===== config.mk =====
export PLATFORM = sky130hd
export DESIGN_NAME = vga_pixel_write_arbiter
export DESIGN_NICKNAME = d
export VERILOG_FILES = /design/src/rtl/vga_pixel_write_arbiter.sv
export SDC_FILE = /design/constraint.sdc
export NUM_CORES = 1
export LEC_CHECK = 0
export BUFFER_PORTS_ARGS = -buffer_cell sky130_fd_sc_hd__clkbuf_2
export CAP_MARGIN = 20
export CORE_ASPECT_RATIO = 1.5
export CORE_UTILIZATION = 57
export DETAILED_ROUTE_END_ITERATION = 10
export GPL_TIMING_DRIVEN = 1
export HOLD_SLACK_MARGIN = 0.05
export PLACE_DENSITY = 0.76
export SLEW_MARGIN = 20
export SYNTH_ARGS = -nofsm -noshare
export SYNTH_HDL_FRONTEND = slang
export SYNTH_SLANG_ARGS = --single-unit

===== constraint.sdc =====
create_clock -name CLOCK_50 -period 3.8 [get_ports CLOCK_50]
set_input_delay 0.76 -clock CLOCK_50 [delete_from_list [all_inputs] [get_ports CLOCK_50]]
set_output_delay 0.76 -clock CLOCK_50 [all_outputs]
set_load 0.1 [all_outputs]

===== src/rtl/vga_pixel_write_arbiter.sv =====
// vga_pixel_write_arbiter: shares the VGA write port between an HPS PIO FIFO, an FPGA requester and a clear sweep
module vga_pixel_write_arbiter #(
  parameter int FIFO_DEPTH = 4,
  parameter int X_W = 9,
  parameter int Y_W = 8,
  parameter int C_W = 3
) (
  input  logic           CLOCK_50,
  input  logic           resetn,
  input  logic           vga_resolution_mode,
  input  logic           hps_write_en,
  input  logic [X_W-1:0] hps_x,
  input  logic [Y_W-1:0] hps_y,
  input  logic [C_W-1:0] hps_colour,
  input  logic           fpga_valid,
  output logic           fpga_ready,
  input  logic [X_W-1:0] fpga_x,
  input  logic [Y_W-1:0] fpga_y,
  input  logic [C_W-1:0] fpga_colour,
  input  logic           clear_start,
  input  logic [C_W-1:0] clear_colour,
  output logic           clear_busy,
  output logic [X_W-1:0] x,
  output logic [Y_W-1:0] y,
  output logic [C_W-1:0] colour,
  output logic           plot,
  output logic           hps_overflow
);
  localparam int AW = $clog2(FIFO_DEPTH);
  localparam int E_W = X_W + Y_W + C_W;
  typedef enum logic {IDLE, CLEAR} state_t;
  state_t state_q, state_d;
  logic [E_W-1:0] mem_q [FIFO_DEPTH];
  logic [AW-1:0] rd_q, rd_d, wr_q, wr_d;
  logic [AW:0] cnt_q, cnt_d;
  logic we_prev_q, hps_last_q, hps_last_d, ovf_q, ovf_d, plot_q, plot_d;
  logic c_mode_q, c_mode_d;
  logic [C_W-1:0] c_colour_q, c_colour_d, colour_q, colour_d, h_c, g_c;
  logic [X_W-1:0] cx_q, cx_d, x_q, x_d, h_x, g_x, cw_max, w_lim;
  logic [Y_W-1:0] cy_q, cy_d, y_q, y_d, h_y, g_y, ch_max, h_lim;
  logic idle, push, full, push_ok, grant_hps, grant_fpga, row_end, last_px;
  assign {h_x, h_y, h_c} = mem_q[rd_q];
  assign idle = state_q == IDLE;
  assign push = hps_write_en & ~we_prev_q;
  assign full = cnt_q == (AW+1)'(FIFO_DEPTH);
  assign grant_hps = idle & (cnt_q != '0) & (~fpga_valid | ~hps_last_q);
  assign grant_fpga = idle & fpga_valid & ((cnt_q == '0) | hps_last_q);
  assign push_ok = push & (~full | grant_hps);
  assign fpga_ready = grant_fpga & resetn;
  assign clear_busy = ~idle;
  assign {x, y, colour, plot, hps_overflow} = {x_q, y_q, colour_q, plot_q, ovf_q};
  always_comb begin
    rd_d = rd_q + AW'(grant_hps);
    wr_d = wr_q + AW'(push_ok);
    cnt_d = cnt_q + (AW+1)'(push_ok) - (AW+1)'(grant_hps);
    ovf_d = ovf_q | (push & full & ~grant_hps);
    hps_last_d = grant_hps ? 1'b1 : grant_fpga ? 1'b0 : hps_last_q;
    cw_max = c_mode_q ? X_W'(319) : X_W'(159);
    ch_max = c_mode_q ? Y_W'(239) : Y_W'(119);
    row_end = cx_q == cw_max;
    last_px = row_end & (cy_q == ch_max);
    state_d = idle ? (clear_start ? CLEAR : IDLE) : (last_px ? IDLE : CLEAR);
    cx_d = (idle | row_end) ? '0 : cx_q + 1'b1;
    cy_d = idle ? '0 : cy_q + Y_W'(row_end);
    c_colour_d = (idle & clear_start) ? clear_colour : c_colour_q;
    c_mode_d = (idle & clear_start) ? vga_resolution_mode : c_mode_q;
    g_x = !idle ? cx_q : grant_hps ? h_x : fpga_x;
    g_y = !idle ? cy_q : grant_hps ? h_y : fpga_y;
    g_c = !idle ? c_colour_q : grant_hps ? h_c : fpga_colour;
    w_lim = vga_resolution_mode ? X_W'(320) : X_W'(160);
    h_lim = vga_resolution_mode ? Y_W'(240) : Y_W'(120);
    plot_d = !idle | ((grant_hps | grant_fpga) & (g_x < w_lim) & (g_y < h_lim));
    x_d = plot_d ? g_x : x_q;
    y_d = plot_d ? g_y : y_q;
    colour_d = plot_d ? g_c : colour_q;
  end
  always_ff @(posedge CLOCK_50) begin
    if (push_ok) mem_q[wr_q] <= {hps_x, hps_y, hps_colour};
  end
  always_ff @(posedge CLOCK_50) begin
    if (!resetn) begin
      state_q <= IDLE;
      rd_q <= '0;
      wr_q <= '0;
      cnt_q <= '0;
      we_prev_q <= 1'b0;
      hps_last_q <= 1'b0;
      ovf_q <= 1'b0;
      plot_q <= 1'b0;
      c_mode_q <= 1'b0;
      c_colour_q <= '0;
      cx_q <= '0;
      cy_q <= '0;
      x_q <= '0;
      y_q <= '0;
      colour_q <= '0;
    end else begin
      state_q <= state_d;
      rd_q <= rd_d;
      wr_q <= wr_d;
      cnt_q <= cnt_d;
      we_prev_q <= hps_write_en;
      hps_last_q <= hps_last_d;
      ovf_q <= ovf_d;
      plot_q <= plot_d;
      c_mode_q <= c_mode_d;
      c_colour_q <= c_colour_d;
      cx_q <= cx_d;
      cy_q <= cy_d;
      x_q <= x_d;
      y_q <= y_d;
      colour_q <= colour_d;
    end
  end
endmodule


; Yosys cells after proc, flatten, opt, wreduce, memory -nomap -nowiden
; Memories as Yosys holds them, arrays and structs flattened. A register that Yosys moved wholly into a read port is not among the register bits.
; Index checks and enable logic that the tools add are counted.
[op_classes]
add_sub_neg = 6
n_mul = 0
n_div = 0
magnitude_cmp = 2
n_eq_ne = 3
shifts = 0
muxes = 18
bitwise = 27
reduce_logical = 5
[ops]
columns = op, count
row1 = two-way mux 9 bit, 4
row2 = two-way mux 8 bit, 4
row3 = AND 1 bit, 13
row4 = "adder 9 x 1 -> 9 bit, second input constant", 1
row5 = == test 9 bit, 1
row6 = less-than comparator 9 bit, 1
row7 = adder 8 x 1 -> 8 bit, 1
row8 = == test 8 bit, 1
row9 = less-than comparator 8 bit, 1
row10 = two-way mux 1 bit, 7
row11 = NOT 1 bit, 7
row12 = bitwise OR 1 bit, 7
row13 = two-way mux 3 bit, 2
row14 = adder 2 x 1 -> 2 bit, 2
row15 = adder 3 x 1 -> 3 bit, 1
row16 = "== test 3 bit, second input constant", 1
row17 = zero test 3 bit, 1
row18 = nonzero test 3 bit, 1
row19 = subtractor 3 x 1 -> 3 bit, 1
row20 = two-way mux 2 bit, 1
row21 = AND reduction 2 bit, 1
row22 = nonzero test 2 bit, 1
row23 = OR reduction 2 bit, 1
[word_totals]
regBits = 53
latch_bits = 0
ram_bits = 80
romBits = 0
inputBits = 49
out_inout_bits = 24
word_cells = 77
memories = 1
[memory_table]
columns = memory, words, width, read_ports, rd_ports_with_merged_regs, wr, line_no
row1 = mem_q, 4, 20, 1, 1, 1, 33  ; logic [E_W-1:0] mem_q [FIFO_DEPTH];

; Logic depth before layout (Yosys ltp)
; Gate-level depths: netlist of run 1.
[logic_depth]
depth_word = 9
mapped_depth = 13
depth_no_buf = 11

; Worst setup path before layout of run 1
; OpenSTA, ideal clock, no wires.
[synth_timing]
path_kind = reg2out
start = register state_q (netlist: clear_busy)
end = output port fpga_ready
arrival_ns = 3.525
required_time_ns = 3.040
setup_slack_ns = -0.485
path_stages_with_launch = 6
path_buffers = 2
cell_sequence = dfxtp_1 buf_2 clkinv_1 clkbuf_1 nand2_1 nor3_1
[synth_between]
elab_chain_cells = 4
[synth_rtl]
columns = element, line_no
row1 = "start, declared", 32  ; state_t state_q, state_d;
row2 = "start signal, assigned", 98  ; state_q <= state_d;
row3 = NOT 1 bit, 43  ; assign idle = state_q == IDLE;
row4 = AND 1 bit (2 in a row), 47  ; assign grant_fpga = idle & fpga_valid & ((cnt_q == '0) | hps_last_q);
row5 = AND 1 bit, 49  ; assign fpga_ready = grant_fpga & resetn;
row6 = "end, declared", 16  ; output logic fpga_ready,
; Every way passes these cells.

; Worst setup path after layout of run 1
[layout_timing]
start = register cnt_q[2]
end = register x_q[2] (netlist: x[2])
[layout_between]
elab_chain_cells = 9
elab_cells_between_ends = 16
classes_between = 2 x order compare / 4 x mux / 8 x bitwise / 2 x reduce/logical
[layout_rtl]
columns = element, line_no
row1 = "start, declared", 35  ; logic [AW:0] cnt_q, cnt_d;
row2 = "start signal, assigned", 101  ; cnt_q <= cnt_d;
row3 = nonzero test 3 bit, 46  ; assign grant_hps = idle & (cnt_q != '0) & (~fpga_valid | ~hps_last_q);
row4 = AND 1 bit (2 in a row), 46
row5 = two-way mux 9 bit (2 in a row), 67  ; g_x = !idle ? cx_q : grant_hps ? h_x : fpga_x;
row6 = via g_x[8], 39  ; logic [X_W-1:0] cx_q, cx_d, x_q, x_d, h_x, g_x, cw_max, w_lim;
row7 = less-than comparator 9 bit, 72  ; plot_d = !idle | ((grant_hps | grant_fpga) & (g_x < w_lim) & (g_y < h_lim));
row8 = AND 1 bit (2 in a row), 72
row9 = bitwise OR 1 bit, 72
row10 = "end signal, assigned", 94  ; x_q <= '0;
row11 = "end signal, assigned", 110  ; x_q <= x_d;
row12 = "end, declared", 39
; The timed path passes the listed nets, and every way through them passes these cells.
; A chain may end at the register's enable or synchronous reset.

==> results of run 1 <==
==> how the worst min path moves through the flow <==
stage                       start       to  slack [ns]  cells after the start
after floorplan           cx_q[0]  cx_q[0]        0.44                      1
after global placement       y[3]     y[3]        0.45                      2
after detailed placement     y[6]     y[6]        0.46                      2
after CTS                    y[5]     y[5]        0.47                      2
after global routing         y[6]     y[6]        0.47                      2
final                        y[5]     y[5]        0.46                      2
==> flip-flops by register name (all words and copies together), names as in the netlist <==
register      count
c_colour_q        3
c_mode_q          1
clear_busy        1
cnt_q             3
colour            3
cx_q              9
cy_q              8
hps_last_q        1
hps_overflow      1
mem_q            80
plot              1
rd_q              2
we_prev_q         1
wr_q              2
x                 9
y                 8
==> layer usage <==
| layer | global-route usage, % | routed length (um) | vias up |
|---|---|---|---|
| li1 | - | - | 1847 |
| met1 | 29.39 | 4695 | 1883 |
| met2 | 42.29 | 6238 | 171 |
| met3 | 5.368 | 657 | 42 |
| met4 | 13.26 | 498 | 0 |
| met5 | 0 | 0 | - |
==> where the power goes <==
| part | leakage [nW] | switching [mW] | internal, mW |
|---|---|---|---|
| logic | 1.11 | 0.955 | 0.433 |
| registers | 1.16 | 0.0879 | 1.67 |
| clock network | 0.273 | 0.611 | 0.974 |
| total | 2.54 | 1.65 | 3.08 |
==> critical path, cell delays in order (launching register included) <==
cell and delay (ns):
dfxtp_1 0.35, or3_1 0.53, nand2_8 0.19, nor2_1 0.07, a211oi_1 0.40, ha_1 0.33
a2111oi_0 0.48, o21ai_0 0.21, or2_1 0.27, buf_4 0.19, o211ai_1 0.20, a31oi_1 0.12
==> cell families after synthesis <==
family | after synthesis | share of synthesized area (%)
compound gates | 57 | 7.549
simple gates | 162 | 13.12
mux | 32 | 10.06
fa+ha+maj | 12 | 2.773
xor+xnor | 16 | 2.465
flops | 133 | 60.92
buf+inv | 41 | 3.125
==> per-stage QoR <==
stage	util, %	instances	instance area [sq um]	power [mW]	hold slack (ns)
after global routing	70.27	664	6809	4.921	0.4716
final	70.27	664	6809	4.730	0.4619
after global placement	64.28	632	6228	3.139	0.4482
after floorplan	-	453	5690	2.869	0.4413
after CTS	70.27	664	6809	4.756	0.4658
after detailed placement	64.28	632	6228	3.169	0.4578
==> cell type report <==
cell class | count | area [sq um] | area share (%)
inverter | 17 | 66.31 | 0.9739
sequential | 133 | 3463 | 50.86
clock buffer | 19 | 432.9 | 6.358
tap | 115 | 143.9 | 2.113
multi-input combinational | 279 | 2059 | 30.25
timing repair buffer | 88 | 495.5 | 7.277
clock inverter | 13 | 147.6 | 2.168
==> placed cells by master (no fill, tap or decap), types with 12 or more instances in the layout <==
master      n
dfxtp_1    53
clkbuf_2   71
buf_4      16
nand3_1    31
inv_1      15
nand2_1    54
a31oi_1    12
nor2_1     40
mux4_2     20
edfxtp_1   80
clkbuf_16  17
o211ai_1   13
==> impl_results.md, run 1 <==
- Run status: finished, final reports clean
- Slew HR: 60.24%
- 1st-iter DRT viols: 330
- Reg2reg start: cnt_q[2]
- Clk_lat worst skew: 0.41 ns
- Cell count after synthesis: 453
- Pin count of the biggest net entering global routing: 41
- CTS H-tree depth: 4
- Worst-path maximum fanout: 17
- Synth Register Bits: 133
- FFs w/ async S/R, synth: 0%
- Worst EP required: 4.09 ns
- Core Footprint: 9689 sq um
- Leakage: 2.542 nW
- Post-CTS Hold Buffers: 0
- Post-Route Setup TNS: 0 ns
- Final setup fails: 0
- Routed WL per cell: 18.21 um
- Setup crit start kind: flop
- Synthesized Nets: 514
- Postcts setup bufs: 0
- Die Y: 124.3 um
- GPL Wtd Cong: 0.8794
- Pre-antenna DRT Iters: 5
- Netlist Area Pre-Place: 5685 sq um
- Die width: 83.55 um
- Hold WC Path Type: flop to flop
- Post-synth top area cell: edfxtp_1
- Capture point of the worst path: x[2]
- PortBufs: 72
- Via count: 3,943
- Avg Inst Size Synth: 12.55 sq um
- Worst reg2reg endpoint: x[2]
- Total GRT Usage: 24.86%
- Vias in the first global route: 3,972
- R2r worst-path depth: 11
- Hold Vio Cnt, Final: 0
- Crit path DAT: 3.76 ns
- Synth top area cells: edfxtp_1 42%, dfxtp_1 19%, mux4_2 7.9%, nand2_1 3.6%, nand3_1 2.7%
- Final worst slack: 0.3216 ns
- Initial antenna violation count: 0
- Drt total wl: 12,090 um
- Vias per inst: 5.938
- # IOs: 73
- Worst-Margin Slew: 0.5952 ns
- Crit. Startpoint: cnt_q[2]
- EDFF count, synth: 80
- VDD IR max: 522.4 uV
- PD cells: 694.7 nW/um^2
- Area delta synth->final: 19.76%
- Synth cell count leaders: 80 x edfxtp_1, 54 x nand2_1, 53 x dfxtp_1
- Diode count: 0
- HPWL Detailed: 8424 um
- Primary FF master, synth: edfxtp_1
- Synth top area share: 42.25%
- Final min period: 3.478 ns
- Final clock skew: 0.007395 ns
- Clock Tree Buf Depth: 2
- First-pass GRT wire length: 19,750 um
- Maxcap violations: 0
- Row Count: 44
- Synth unique cells: 49
- Synth warn: 0
- Most common cell in the netlist: edfxtp_1
- Critical path endpoint category: flop
- Slew Viols, Final: 0
- DRC Markers: 0
- Final period utilization: 91.54%
- Clock-pin slew on the worst setup and hold paths: 0.06 ns
- Critical path class: flop to flop
- Die ar.: 10,390 sq um
- Seq/Total Area, Yosys: 60.92%
- Share of layout cells above drive strength 1: 27.32%
- Post-DRT Antenna Nets: 0
- Final Net Count: 597
- Reg2reg setup slack: 0.32 ns
- DP Worst Slack: 0.007601 ns
- GR Overflow Total: 0
- Post-CTS Resized: 0
- FMAX: 287.5 MHz
- Filler cells: 688
- CTS sink cnt: 133
- CTS buffer count: 17
- RSZ-0062 raised after global routing: false
- Starting Density: 58.68%
- Clock root cell: clkbuf_16
- TritonCTS clock tree: built
(Power assumes the default switching activity.)
==> run 2: changes to the inputs <==
--- a/config.mk
+++ b/config.mk
@@ -5,14 +5,15 @@
 export SDC_FILE = /design/constraint.sdc
 export NUM_CORES = 1
 export LEC_CHECK = 0
+export ABC_AREA = 1
 export BUFFER_PORTS_ARGS = -buffer_cell sky130_fd_sc_hd__clkbuf_2
 export CAP_MARGIN = 20
 export CORE_ASPECT_RATIO = 1.5
-export CORE_UTILIZATION = 57
+export CORE_UTILIZATION = 62
 export DETAILED_ROUTE_END_ITERATION = 10
 export GPL_TIMING_DRIVEN = 1
 export HOLD_SLACK_MARGIN = 0.05
-export PLACE_DENSITY = 0.76
+export PLACE_DENSITY = 0.81
 export SLEW_MARGIN = 20
 export SYNTH_ARGS = -nofsm -noshare
 export SYNTH_HDL_FRONTEND = slang
==> constraint.sdc (replaced) <==
create_clock -name CLOCK_50 -period 4.3 [get_ports CLOCK_50]
set_input_delay 0.86 -clock CLOCK_50 [delete_from_list [all_inputs] [get_ports CLOCK_50]]
set_output_delay 0.86 -clock CLOCK_50 [all_outputs]
set_load 0.1 [all_outputs]
==> impl_results.md, run 2 <==
- Primary FF master, synth: edfxtp_1
- Diode count: 0
- Die ar.: 9825 sq um
- Worst reg2reg endpoint: y[4]
- Clock-pin slew on the worst setup and hold paths: 0.06 ns
- Row Count: 43
- Critical path depth in cells: 5
- Top reg by flops: mem_q
- Clock power share: 29.4%
- Slew HR: 57.84%
- CP max stage delay: 0.46 ns
- Vias per inst: 5.691
- GPL Wtd Cong: 0.8880
- Postcts setup bufs: 0
- Reg2reg setup slack: 1.20 ns
- Seq pwr share: 33.9%
- Die Y: 120.9 um
- Final core utilization: 74.45%
- Hold depth: 2
- Crit. Startpoint: clear_busy
- DP Worst Slack: 1.011 ns
- VDD IR max: 548.1 uV
- Gate power share: 36.6%
- Worst-Margin Slew: 0.6315 ns
- CTS buffer count: 17
- Area delta synth->final: 17.22%
- Maxcap violations: 0
- Drt total wl: 13,170 um
- FMAX: 321.2 MHz
- CP cell instances: buf_4, inv_1, nand3_1, nor2_1, clkbuf_2
- Top Family by Delay on Critical Path: buffers and inverters
- Run status: finished, final reports clean
- CTS sink cnt: 133
- Most frequent cells in the layout: 115 x nand2_1, 80 x edfxtp_1, 72 x clkbuf_2, 70 x nor2_1, 53 x dfxtp_1
- Core Footprint: 9200 sq um
- Worst EP required: 3.44 ns
- Total GRT Usage: 29.37%
- Avg Inst Size Synth: 9.787 sq um
- Synth Register Bits: 133
- Slew Viols, Final: 0
- Final period utilization: 72.41%
- HPWL Detailed: 8991 um
- PortBufs: 72
- Max reg flops: 80
- Synth top area cells: edfxtp_1 41%, dfxtp_1 18%, nand2_1 7.4%, nor2_1 4.5%, o21ai_0 3.3%
- 1st-iter DRT viols: 307
- Synth cell count leaders: 115 x nand2_1, 80 x edfxtp_1, 70 x nor2_1
- Synthesized Nets: 658
- Dpl cell area: 6267 sq um
- Worst-path maximum fanout: 25
- Netlist Area Pre-Place: 5843 sq um
- Crit path DAT: 2.25 ns
- Clock Tree Buf Depth: 2
- Synth top area share: 41.11%
- Vias in the first global route: 4,417
- FFs w/ async S/R, synth: 0%
- Pre-antenna DRT Iters: 5
- Die width: 81.27 um
- Capture point of the worst path: fpga_ready
- Bufs and invs on worst path: 3
- TritonCTS clock tree: built
- CP max-delay cell: clkbuf_2
- Routed WL per cell: 16.55 um
- DRC Markers: 0
- Post-CTS Resized: 0
- Starting Density: 63.51%
- GR Overflow Total: 0
- Cell count after synthesis: 597
- Post-synth top area cell: edfxtp_1
- Int Power: 2.792 mW
- Final clock skew: 0.01007 ns
- Synth unique cells: 37
- Commonest non-fill, non-tap cell in the layout: nand2_1
- Via count: 4,530
- Initial antenna violation count: 0
- EDFF count, synth: 80
- Sw frac: 41.12%
- Setup crit start kind: flop
- Critical path endpoint category: primary output
- Final min period: 3.114 ns
- Final worst slack: 1.186 ns
- First-pass GRT wire length: 20,730 um
- Most common cell in the netlist: nand2_1
- R2r worst-path depth: 14
- Reg2reg start: rd_q[0]
- Post-Route Setup TNS: 0 ns
- P_sw: 1.950 mW
- Seq/Total Area, Yosys: 59.27%
- Worst hold slack: 0.4646 ns
- Share of layout cells above drive strength 1: 21.49%
- Hold WC Path Type: flop to flop
- CTS H-tree depth: 4
- Final Net Count: 732
- Critical path class: flop to primary output
- Final setup fails: 0
- # IOs: 73
- Clock root cell: clkbuf_16
- PD cells: 692.4 nW/um^2
- Post-DRT Antenna Nets: 0
- Final instance area: 6849 sq um
- Post-CTS Hold Buffers: 0
- Synth warn: 0
- Hold Vio Cnt, Final: 0
- Leakage: 2.764 nW
- Pin count of the biggest net entering global routing: 41
- RSZ-0062 raised after global routing: false
- Clk_lat worst skew: 0.42 ns
run 2: cell types whose count changed in the layout (fill, tap and decap cells not counted), sizes merged, moves of 11 or more:
cell    before  now
mux4        20    0
nand2       55  118
inv         20   57
a21oi        8   48
mux2i       11    0
o211ai      13    2
nor2        40   70
o22ai        0   16
o21ai        8   41
a31oi       12    0
run 2: area by class of cell:
| type | count | area [sq um] |
|---|---|---|
| Sequential cell | 133 | 3463 |
| Fill cell | 650 | 2351 |
| Multi-Input combinational cell | 380 | 2003 |
| Timing Repair Buffer | 85 | 457.9 |
| Clock buffer | 18 | 429.2 |
| Inverter | 54 | 202.7 |
| Clock inverter | 14 | 152.6 |
| Tap cell | 112 | 140.1 |
run 2: cells by family after synthesis:
family	count (synthesis)	share of synthesized area [%]
DFF	133	59.27
xor gates and xnor gates	8	1.199
adders and majority gates	12	2.698
buffers and inverters	84	6.788
AOI/OAI and AO/OA	121	12.46
and+or+nand+nor	239	17.58
run 2: worst reg2reg max path: cells and delay by family, from the launching register on:
family	cells	cell delay, ns
compound gates	4	0.72
flops	1	0.61
fa+ha+maj	1	0.30
simple gates	7	0.90
buf+inv	2	0.47
run 2: through the flow:
stage	cells	total power, mW
global route	796	4.963
global placement	764	3.297
CTS	796	4.748
floorplan	597	3.030
finish	796	4.742
detailed placement	764	3.347
run 2: power by group through the flow:
stage	clock network, mW	logic, mW	registers (mW)
after floorplan	0	0.911	2.12
after global placement	0	1.67	1.63
after detailed placement	0	1.71	1.63
after CTS	1.41	1.73	1.61
after global routing	1.46	1.88	1.62
final	1.40	1.74	1.61
run 2: worst min-delay path by stage:
stage	startpoint	to	slack [ns]
2_1_floorplan	c_colour_q[2]	c_colour_q[2]	0.43
3_3_place_gp	c_colour_q[0]	c_colour_q[0]	0.45
3_5_place_dp	c_colour_q[1]	c_colour_q[1]	0.46
4_1_cts	c_colour_q[1]	c_colour_q[1]	0.47
5_1_grt	c_colour_q[1]	c_colour_q[1]	0.49
6_report	c_colour_q[1]	c_colour_q[1]	0.46
run 2: metal layers:
layer / GRT usage (%) / share of wire (%)
met1: 33.40 / 39
met2: 49.79 / 52
met3: 6.015 / 5.1
met4: 17.08 / 4.0
met5: 0 / 0
